===== src/rtl/uncache_unit.sv =====
// Uncached load/store engine between MEM1 and the D-side request mux.
// Takes one uncached access at a time, issues a single-beat read or write
// on the cache-style memory interface and reports completion on data_ok.
//
// Handshake semantics: an access is taken when valid is high while data_ok
// is high; rd_req/wr_req stay high with their address/type/strobe/data held
// until the matching rd_rdy/wr_rdy is seen on a clock edge; a read finishes
// on the edge where ret_valid and ret_last are both high. Handshake inputs
// seen outside the matching state have no effect.
module uncache_unit #(
  parameter bit WORD_ONLY = 1'b0
) (
  input  logic        clk,
  input  logic        rst,
  input  logic        valid,
  input  logic        op,
  input  logic [31:0] addr,
  input  logic [1:0]  size,
  input  logic [3:0]  wstrb,
  input  logic [31:0] wdata,
  output logic        data_ok,
  output logic [31:0] rdata,
  output logic        rd_req,
  output logic [2:0]  rd_type,
  output logic [31:0] rd_addr,
  input  logic        rd_rdy,
  input  logic        ret_valid,
  input  logic        ret_last,
  input  logic [31:0] ret_data,
  output logic        wr_req,
  output logic [2:0]  wr_type,
  output logic [31:0] wr_addr,
  output logic [3:0]  wr_wstrb,
  output logic [31:0] wr_data,
  input  logic        wr_rdy,
  output logic [1:0]  dbg_state
);

  typedef enum logic [1:0] {
    IDLE    = 2'd0,
    RD_REQ  = 2'd1,
    RD_WAIT = 2'd2,
    WR_REQ  = 2'd3
  } state_t;

  state_t      state;
  logic [31:0] lat_addr;
  logic [2:0]  lat_type;
  logic [3:0]  lat_wstrb;
  logic [31:0] lat_wdata;
  logic [2:0]  acc_type;
  logic [31:0] acc_addr;

  // Bus type and address for the incoming access, narrowed to words if asked.
  always_comb begin
    acc_type = (size == 2'd3) ? 3'b010 : {1'b0, size};
    acc_addr = addr;
    if (WORD_ONLY) begin
      acc_type = 3'b010;
      acc_addr = {addr[31:2], 2'b00};
    end
  end

  // Transaction FSM: accept, hold the request until accepted, collect read data.
  always_ff @(posedge clk) begin
    if (rst) begin
      state     <= IDLE;
      rd_req    <= 1'b0;
      wr_req    <= 1'b0;
      rdata     <= 32'd0;
      lat_addr  <= 32'd0;
      lat_type  <= 3'd0;
      lat_wstrb <= 4'd0;
      lat_wdata <= 32'd0;
    end else begin
      case (state)
        IDLE: begin
          if (valid) begin
            lat_addr  <= acc_addr;
            lat_type  <= acc_type;
            lat_wstrb <= wstrb;
            lat_wdata <= wdata;
            if (op) begin
              state  <= WR_REQ;
              wr_req <= 1'b1;
            end else begin
              state  <= RD_REQ;
              rd_req <= 1'b1;
            end
          end
        end
        RD_REQ: begin
          if (rd_rdy) begin
            state  <= RD_WAIT;
            rd_req <= 1'b0;
          end
        end
        RD_WAIT: begin
          // A beat without ret_last is kept but the unit waits for the last one.
          if (ret_valid) begin
            rdata <= ret_data;
            if (ret_last) state <= IDLE;
          end
        end
        WR_REQ: begin
          if (wr_rdy) begin
            state  <= IDLE;
            wr_req <= 1'b0;
          end
        end
        default: state <= IDLE;
      endcase
    end
  end

  assign data_ok   = (state == IDLE);
  assign dbg_state = state;
  assign rd_addr   = lat_addr;
  assign rd_type   = lat_type;
  assign wr_addr   = lat_addr;
  assign wr_type   = lat_type;
  assign wr_wstrb  = lat_wstrb;
  assign wr_data   = lat_wdata;

endmodule


===== config.mk =====
export PLATFORM = sky130hd
export DESIGN_NAME = uncache_unit
export DESIGN_NICKNAME = d
export VERILOG_FILES = /design/src/rtl/uncache_unit.sv
export SDC_FILE = /design/constraint.sdc
export NUM_CORES = 1
export LEC_CHECK = 0
export BUFFER_PORTS_ARGS = -buffer_cell sky130_fd_sc_hd__buf_2
export CORE_AREA = 8 8 107 109
export DETAILED_ROUTE_END_ITERATION = 12
export DIE_AREA = 0 0 115 117
export PLACE_DENSITY = 0.76
export SKIP_LAST_GASP = 1
export SLEW_MARGIN = 5
export SYNTH_ARGS = -nofsm -noshare
export SYNTH_HDL_FRONTEND = slang
export SYNTH_SLANG_ARGS = --single-unit

===== constraint.sdc =====
create_clock -name clk -period 1.8 [get_ports clk]
set_clock_uncertainty 0.05 [all_clocks]
set_input_delay 0.27 -clock clk [delete_from_list [all_inputs] [get_ports clk]]
set_output_delay 0.27 -clock clk [all_outputs]
set_load 0.005 [all_outputs]

Word level (Yosys, flattened, before mapping)
Index checks and enable logic that the tools add are counted.

Flip-flop bits (word level): 107. Output and inout port bits: 143. Logic and storage cells: 43. Input port bits: 110.

Reductions and logical operators: 8. Equality and inequality tests: 11. Mux-type cells: 16.

Operators by type and width (number): $mux 2 (7); $ne 2x2->1 const B (7); $pmux 2 s4 (1); $reduce_and 4->1 (2); $eq 2x2->1 const B (3); $mux 1 (6); $reduce_and 5->1 (1); $pmux 1 s2 (2); $reduce_and 2->1 (2); $reduce_bool 2->1 (2); $eq 2x1->1 const B (1); $logic_not 2->1 (1).

Longest topological paths before layout
Gate-level depths: netlist of the first run.

Word-level depth: 3. Gate-level depth with buffers: 6. Mapped depth without buffers: 3.

Least setup slack after synthesis of the first run
No wires, ideal clock.

Path type: register to register. Start: reg state[1] (netlist: dbg_state[1]). End: reg lat_type[0] (netlist: rd_type[0]). Library setup time: 0.131 ns. Data required time: 1.619 ns. Period minus slack after synthesis: 1.392 ns. Setup slack: 0.408 ns. Path buffers: 3. Data arrival time: 1.212 ns. Cell stages (with the launch flop): 7. Path through: dfxtp_1 buf_4 or3b_1 buf_4 buf_6 nand2_1 a21oi_2.

Word-level cells in the longest chain between the ends: 2.

RTL lines: start, declared (RTL line 46) `state_t state;`; start signal, assigned (RTL line 67) `state <= IDLE;`; start signal, assigned (RTL line 84) `state <= WR_REQ;`; start signal, assigned (RTL line 87) `state <= RD_REQ;`; $logic_not 2->1 (RTL line 76) `case (state)`; $reduce_and 2->1 (no line); end signal, assigned (RTL line 80) `lat_type <= acc_type;`; end, declared (RTL line 48) `logic [2:0] lat_type;`.

Every way passes these cells. A chain may end at the register's enable or synchronous reset.

Worst setup path in the final report of the first run
Start: reg state[0] (netlist: dbg_state[0]). End: reg lat_wdata[15] (netlist: wr_data[15]).

Word-level cells in the longest chain between the ends: 2.

RTL lines: $logic_not 2->1 (RTL line 76); $reduce_and 2->1 (no line); end signal, assigned (RTL line 82) `lat_wdata <= wdata;`; end, declared (RTL line 50) `logic [31:0] lat_wdata;`.

Every way passes these cells.

==> metrics.cfg, run 1 <==
[global_routing]
busiest_layer=met2
grt_use_met2=0.306
antenna_found_initial=0
grt_max_degree=65
track_usage=0.171
use_met3=0.0708
grt_pass1_vias=3811
met1_usage=0.178
grt_pass1_wl_um=18500
globalRouteOverflowTotal=0

[sta]
finalMaxSlewViolations=0
finalSetupViolCount=0
fmax_ghz=0.675
finalSetupTns_ns=0
fin_crit_sh=0.823
fin_ws_ns=0.319
finalHoldViolCount=0
rsz0062_at_grt=false
min_period_ns=1.48

[yosys]
yosys-top-cells-count=nand2_1, dfxtp_1, a21oi_1
synth_top_flop_cell=dfxtp_1
synth-edff-count=0
yosys.cell_count.top_type=nand2_1
ys_seq_area_frac=0.518
synth_top_area_frac=0.518
yosys-top-cells-area=dfxtp_1, nand2_1, a21oi_1
yosysTopAreaCell=dfxtp_1
syn_area_sq_um=4100
avgSynthCellArea_sq_um=8.06
syn-instance-count=508
ys_types=22
synthArstFlopShare=0
yosysWarnings=0
ys_seq_elements=106

[die]
die_area_sq_um=13500
initial_core_util=0.413
fp.dieH_um=117
fp.dieW_um=115
num_rows=37
io_pins=253
core_area_sq_um=9910

[clock_tree]
postCtsHoldBufs=0
cts_sinks=106
cts_resized=0
cts_setup_buffers=0
htree_levels=3
cts_root_buffer=clkbuf_8
cts_buffers=9
clkSlewWorstSetupHoldPaths_ns=0.10
cts_tree=yes
clk-insertion-delay-late_ns=0.34
clockBufferDepth=2

[detailed_routing]
vias_per_cell=4.63
totalWireLength_um=12200
ant_nets=0
vias=3925
wl_per_cell_um=14.3
first_iter_violations=241
dr.pass1.iters=8
drc=0

[worst_setup_path]
endpoint=wr_data[15]
rrSetupSlack_ns=0.32
worstPathMaxFanout=51
crit_type=flip-flop to flip-flop
crit_start=dbg_state[0]
worstRegToRegCells=4
cp.arrival_ns=1.66
reg2reg_from=dbg_state[0]
start_kind=flip-flop
regToRegEndpoint=wr_data[15]
critPathCaptureType=flip-flop
crit_required_ns=1.97

[placed_design]
portBuffers=250
dp_hpwl_um=9340
dpl_cell_area_sq_um=5090
place.gp.congestion=0.800
pre_cts_ws_ns=0.227

[job]
drv_cap=0

[pwr]
leakagePower_nw=2.60
powerDensity_nw_per_um2=892
ir_worst_vdd_mv=0.439
p_total_mw=4.69

[run_status]
status=finished, final reports clean

[worst_hold_path]
min_path_type=input pin to flip-flop

[final_layout]
layout.nets=818
postLayoutCoreUtil=0.531
area_growth_syn_to_layout_pct=28.5
design_area_sq_um=5270
antennaDiodeCount=0
drive_above_1_share=0.392
fillCellCount=980

final cells by class:
| class | instances | area, sq um | share of cell area |
|---|---|---|---|
| sequential | 106 | 2120 | 0.403 |
| multi-input combinational | 329 | 1440 | 0.274 |
| timing repair buffer | 260 | 1350 | 0.257 |
| tap | 136 | 170 | 0.0323 |
| clock buffer | 12 | 155 | 0.0295 |
| clock inverter | 3 | 15.0 | 0.00285 |
| inverter | 2 | 7.51 | 0.00143 |
sequential cells by signal, indices dropped and copies added (netlist names):
name / cells
wr_req: 1
dbg_state: 2
wr_data: 32
rd_addr: 32
rd_type: 2
rd_req: 1
wr_wstrb: 4
rdata: 32
critical path: stages (launching register included):
cell and delay [ns]:
dfxtp_1 0.32, or3b_2 0.48, buf_4 0.30, nand2_1 0.13
a21oi_1 0.07
layer usage:
| metal | wire (um) | vias up |
|---|---|---|
| li1 | - | 1973 |
| met1 | 4610 | 1775 |
| met2 | 6060 | 159 |
| met3 | 1260 | 18 |
| met4 | 239 | 0 |
| met5 | 0 | - |
stage by stage:
stage | hold slack, ns | std cells
2_1_floorplan | 0.356 | 509
3_3_place_gp | 0.388 | 833
3_5_place_dp | 0.394 | 833
4_1_cts | 0.0714 | 848
5_1_grt | 0.0699 | 848
6_report | 0.0930 | 848
kinds of logic (layout without fill, tap and decap cells):
family | Yosys count | in the layout | share of synthesized area
simple gates | 217 | 217 | 0.212
flops | 106 | 106 | 0.518
buf+inv | 74 | 277 | 0.131
other cells | 1 | 2 | 0.000915
compound gates | 110 | 110 | 0.138
placed cells by master, fill, tap and decap left out:
cell / synthesis / layout
buf_2: 3 / 249
nand2_1: 208 / 208
dfxtp_1: 106 / 106
a21oi_1: 103 / 103
clkbuf_8: 0 / 11
buf_4: 38 / 9
clkinv_2: 0 / 3
nand3b_1: 2 / 2
inv_1: 2 / 2
a31oi_1: 2 / 2
a211oi_1: 2 / 2
conb_1: 1 / 2
buf_12: 0 / 2
nor2_1: 1 / 1
and3b_2: 1 / 1
nor3b_4: 1 / 1
or3b_2: 0 / 1
nand3b_4: 1 / 1
a21oi_2: 1 / 1
nand2b_1: 1 / 1
o21ai_0: 1 / 1
a221oi_1: 1 / 1
nand3_1: 1 / 1
clkbuf_1: 16 / 1
worst min path at each step:
| stage | start | end | slack, ns | cells past startpoint |
|---|---|---|---|---|
| final | ret_data[21] | rdata[21] | 0.09 | 3 |
| after detailed placement | rdata[11] | rdata[11] | 0.39 | 2 |
| after floorplan | ret_data[0] | rdata[0] | 0.36 | 2 |
| after global placement | wr_data[28] | wr_data[28] | 0.39 | 2 |
| after CTS | wdata[31] | wr_data[31] | 0.07 | 3 |
| after global routing | ret_data[2] | rdata[2] | 0.07 | 3 |
where the power goes:
group          total (mW)  switching (mW)  internal (mW)
clock network        1.31           0.740          0.566
logic               0.803           0.441          0.363
registers            2.58          0.0885           2.50
total                4.69            1.27           3.43
(Power assumes the default switching activity.)
==> run 2: changes to the inputs <==
ABC_AREA = 1   (was unset)
CORE_AREA = 8 8 113 115   (was 8 8 107 109)
DIE_AREA = 0 0 121 123   (was 0 0 115 117)
PLACE_DENSITY = 0.72   (was 0.76)
clock period = 1.3 ns   (was 1.8 ns; I/O delays follow)
==> run 2 against run 1 <==
Effect of this change: register-to-register slack got worse by 0.24 ns; combinational power rose to 2.9 times the previous value; global-route usage fell by 1.8 points; clock power rose by 100%; worst setup slack got worse by 0.27 ns; routed wire length fell by 2.0%; die area rose by 11%.
==> metrics.cfg, run 2 <==
[die]
die_area_sq_um=14900
num_rows=39
fp.dieH_um=123
core_area_sq_um=11100
io_pins=253
fp.dieW_um=121
initial_core_util=0.374

[detailed_routing]
vias_per_cell=4.45
wl_per_cell_um=13.7
ant_nets=0
vias=3874
first_iter_violations=182
totalWireLength_um=11900
dr.pass1.iters=4
drc=0

[sta]
finalMaxSlewViolations=0
finalSetupViolCount=0
fin_ws_ns=0.0526
fin_crit_sh=0.960
fmax_ghz=0.802
finalHoldViolCount=0
rsz0062_at_grt=true
finalSetupTns_ns=0
fin_hold_ws_ns=0.0338
min_period_ns=1.25

[final_layout]
layout.nets=833
multi_input_area_sq_um=1360
fillCellCount=1118
area_growth_syn_to_layout_pct=34.2
design_area_sq_um=5560
regArea_sq_um=2120
mostFrequentLayoutCells=buf_2, nor2_1, dfxtp_1, o21ai_0, inv_1
final_common_cell=buf_2
drive_above_1_share=0.396
antennaDiodeCount=0

[yosys]
yosys.cell_count.top_type=nor2_1
synth_xor_area_frac=0
yosysTopAreaCell=dfxtp_1
synthArstFlopShare=0
yosys-top-cells-area=dfxtp_1, nor2_1, o21ai_0
avgSynthCellArea_sq_um=8.03
yosysWarnings=0
yosys-top-cells-count=nor2_1, dfxtp_1, o21ai_0
syn-instance-count=516
synth_top_flop_cell=dfxtp_1
synth_top_area_frac=0.512
ys_types=26
ys_seq_elements=106
synth-adder-area-share=0
synth_top_family_by_area=compound AO/OA/AOI/OAI gates
synthMuxAreaShare=0
syn_area_sq_um=4140
synth-edff-count=0
synth_compound_area_frac=0.168
ys_seq_area_frac=0.512
yosys.area_share.simple=0.157

[clock_tree]
cts_buffers=9
cts_setup_buffers=0
htree_levels=3
cts_root_buffer=clkbuf_16
clockBufferDepth=2
clkSlewWorstSetupHoldPaths_ns=0.07
postCtsHoldBufs=0
cts_tree=yes
clk-insertion-delay-late_ns=0.33
cts_sinks=106

[global_routing]
use_met3=0.0607
busiest_layer=met2
antenna_found_initial=0
grt_use_met2=0.269
met1_usage=0.159
grt_pass1_vias=3825
grt_max_degree=67
globalRouteOverflowTotal=0
track_usage=0.154
grt_pass1_wl_um=18400

[pwr]
leakagePower_nw=2.82
powerDensity_nw_per_um2=1630
ir_worst_vdd_mv=0.910
p_total_mw=9.06

[worst_setup_path]
crit_required_ns=1.05
crit_family=flip-flops
crit_buf_inv=2
crit_start=dbg_state[1]
start_kind=flip-flop
critPathSlowestCell=dfxtp_2
worstPathMaxFanout=7
critPathCaptureType=primary output
cp.arrival_ns=1.00
cpPeakStageDelay_ns=0.38
crit_type=flip-flop to primary output
reg2reg_from=dbg_state[0]
crit_chain=buf_4 -> buf_2

[placed_design]
dpl_cell_area_sq_um=5260
portBuffers=250
pre_cts_ws_ns=0.0389
dp_hpwl_um=9160
place.gp.congestion=0.812

[run_status]
status=finished, final reports clean

[job]
drv_cap=0

[worst_hold_path]
hold_path_startpoint=wdata[15]
min_path_type=input pin to flip-flop

-- run 2: metal layers --
layer / vias to the layer above / part of all wire
met2: 150 / 0.49
met1: 1691 / 0.39
met3: 21 / 0.096
met4: 0 / 0.024
met5: - / 0
li1: 2012 / -
-- run 2: power breakdown --
part	total (mW)	internal, mW	switching [mW]	leakage (nW)
clock network	2.68	1.49	1.19	0.142
logic	2.34	1.10	1.24	1.81
registers	4.04	3.76	0.280	0.874
total	9.06	6.35	2.71	2.82
-- run 2: repair_timing --
| action | 4_1_cts | 5_1_grt |
|---|---|---|
| endpoints found under the setup margin | 1 | 47 |
| gates cloned | 0 | 0 |
| resized for setup | 1 | 10 |
-- run 2: kinds of logic after synthesis --
kind of cell           after synthesis
other                                1
AO/OA/AOI/OAI                      139
AND/OR/NAND/NOR                    161
flip-flops                         106
buffers and inverters              109
-- run 2: worst reg2reg max path, cell delays in order, from the launching register on --
cell and delay, ns:
dfxtp_2 0.34, nor2_4 0.15, nand2_4 0.12, buf_4 0.19
o21ai_0 0.20, nor2_1 0.06
-- run 2: area by class of cell --
class	count	area share
Inverter	41	0.0286
Multi-Input combinational cell	302	0.244
Sequential cell	106	0.382
Clock inverter	6	0.0117
Tap cell	143	0.0322
Timing Repair Buffer	263	0.261
Clock buffer	9	0.0405
-- run 2: path summary, 6_finish.rpt --
check	to	slack [ns]	cells after the start
setup / recovery	dbg_state[1]	0.05	2
hold / removal	wr_data[15]	0.03	3
setup reg to reg	wr_data[3]	0.08	5
hold reg to reg	rdata[4]	0.39	2
-- run 2: through the flow --
| stage | utilization | instances |
|---|---|---|
| finish | 0.502 | 870 |
| global route | 0.502 | 870 |
| CTS | 0.502 | 870 |
| detailed placement | 0.475 | 855 |
| global placement | 0.475 | 855 |
| floorplan | - | 517 |
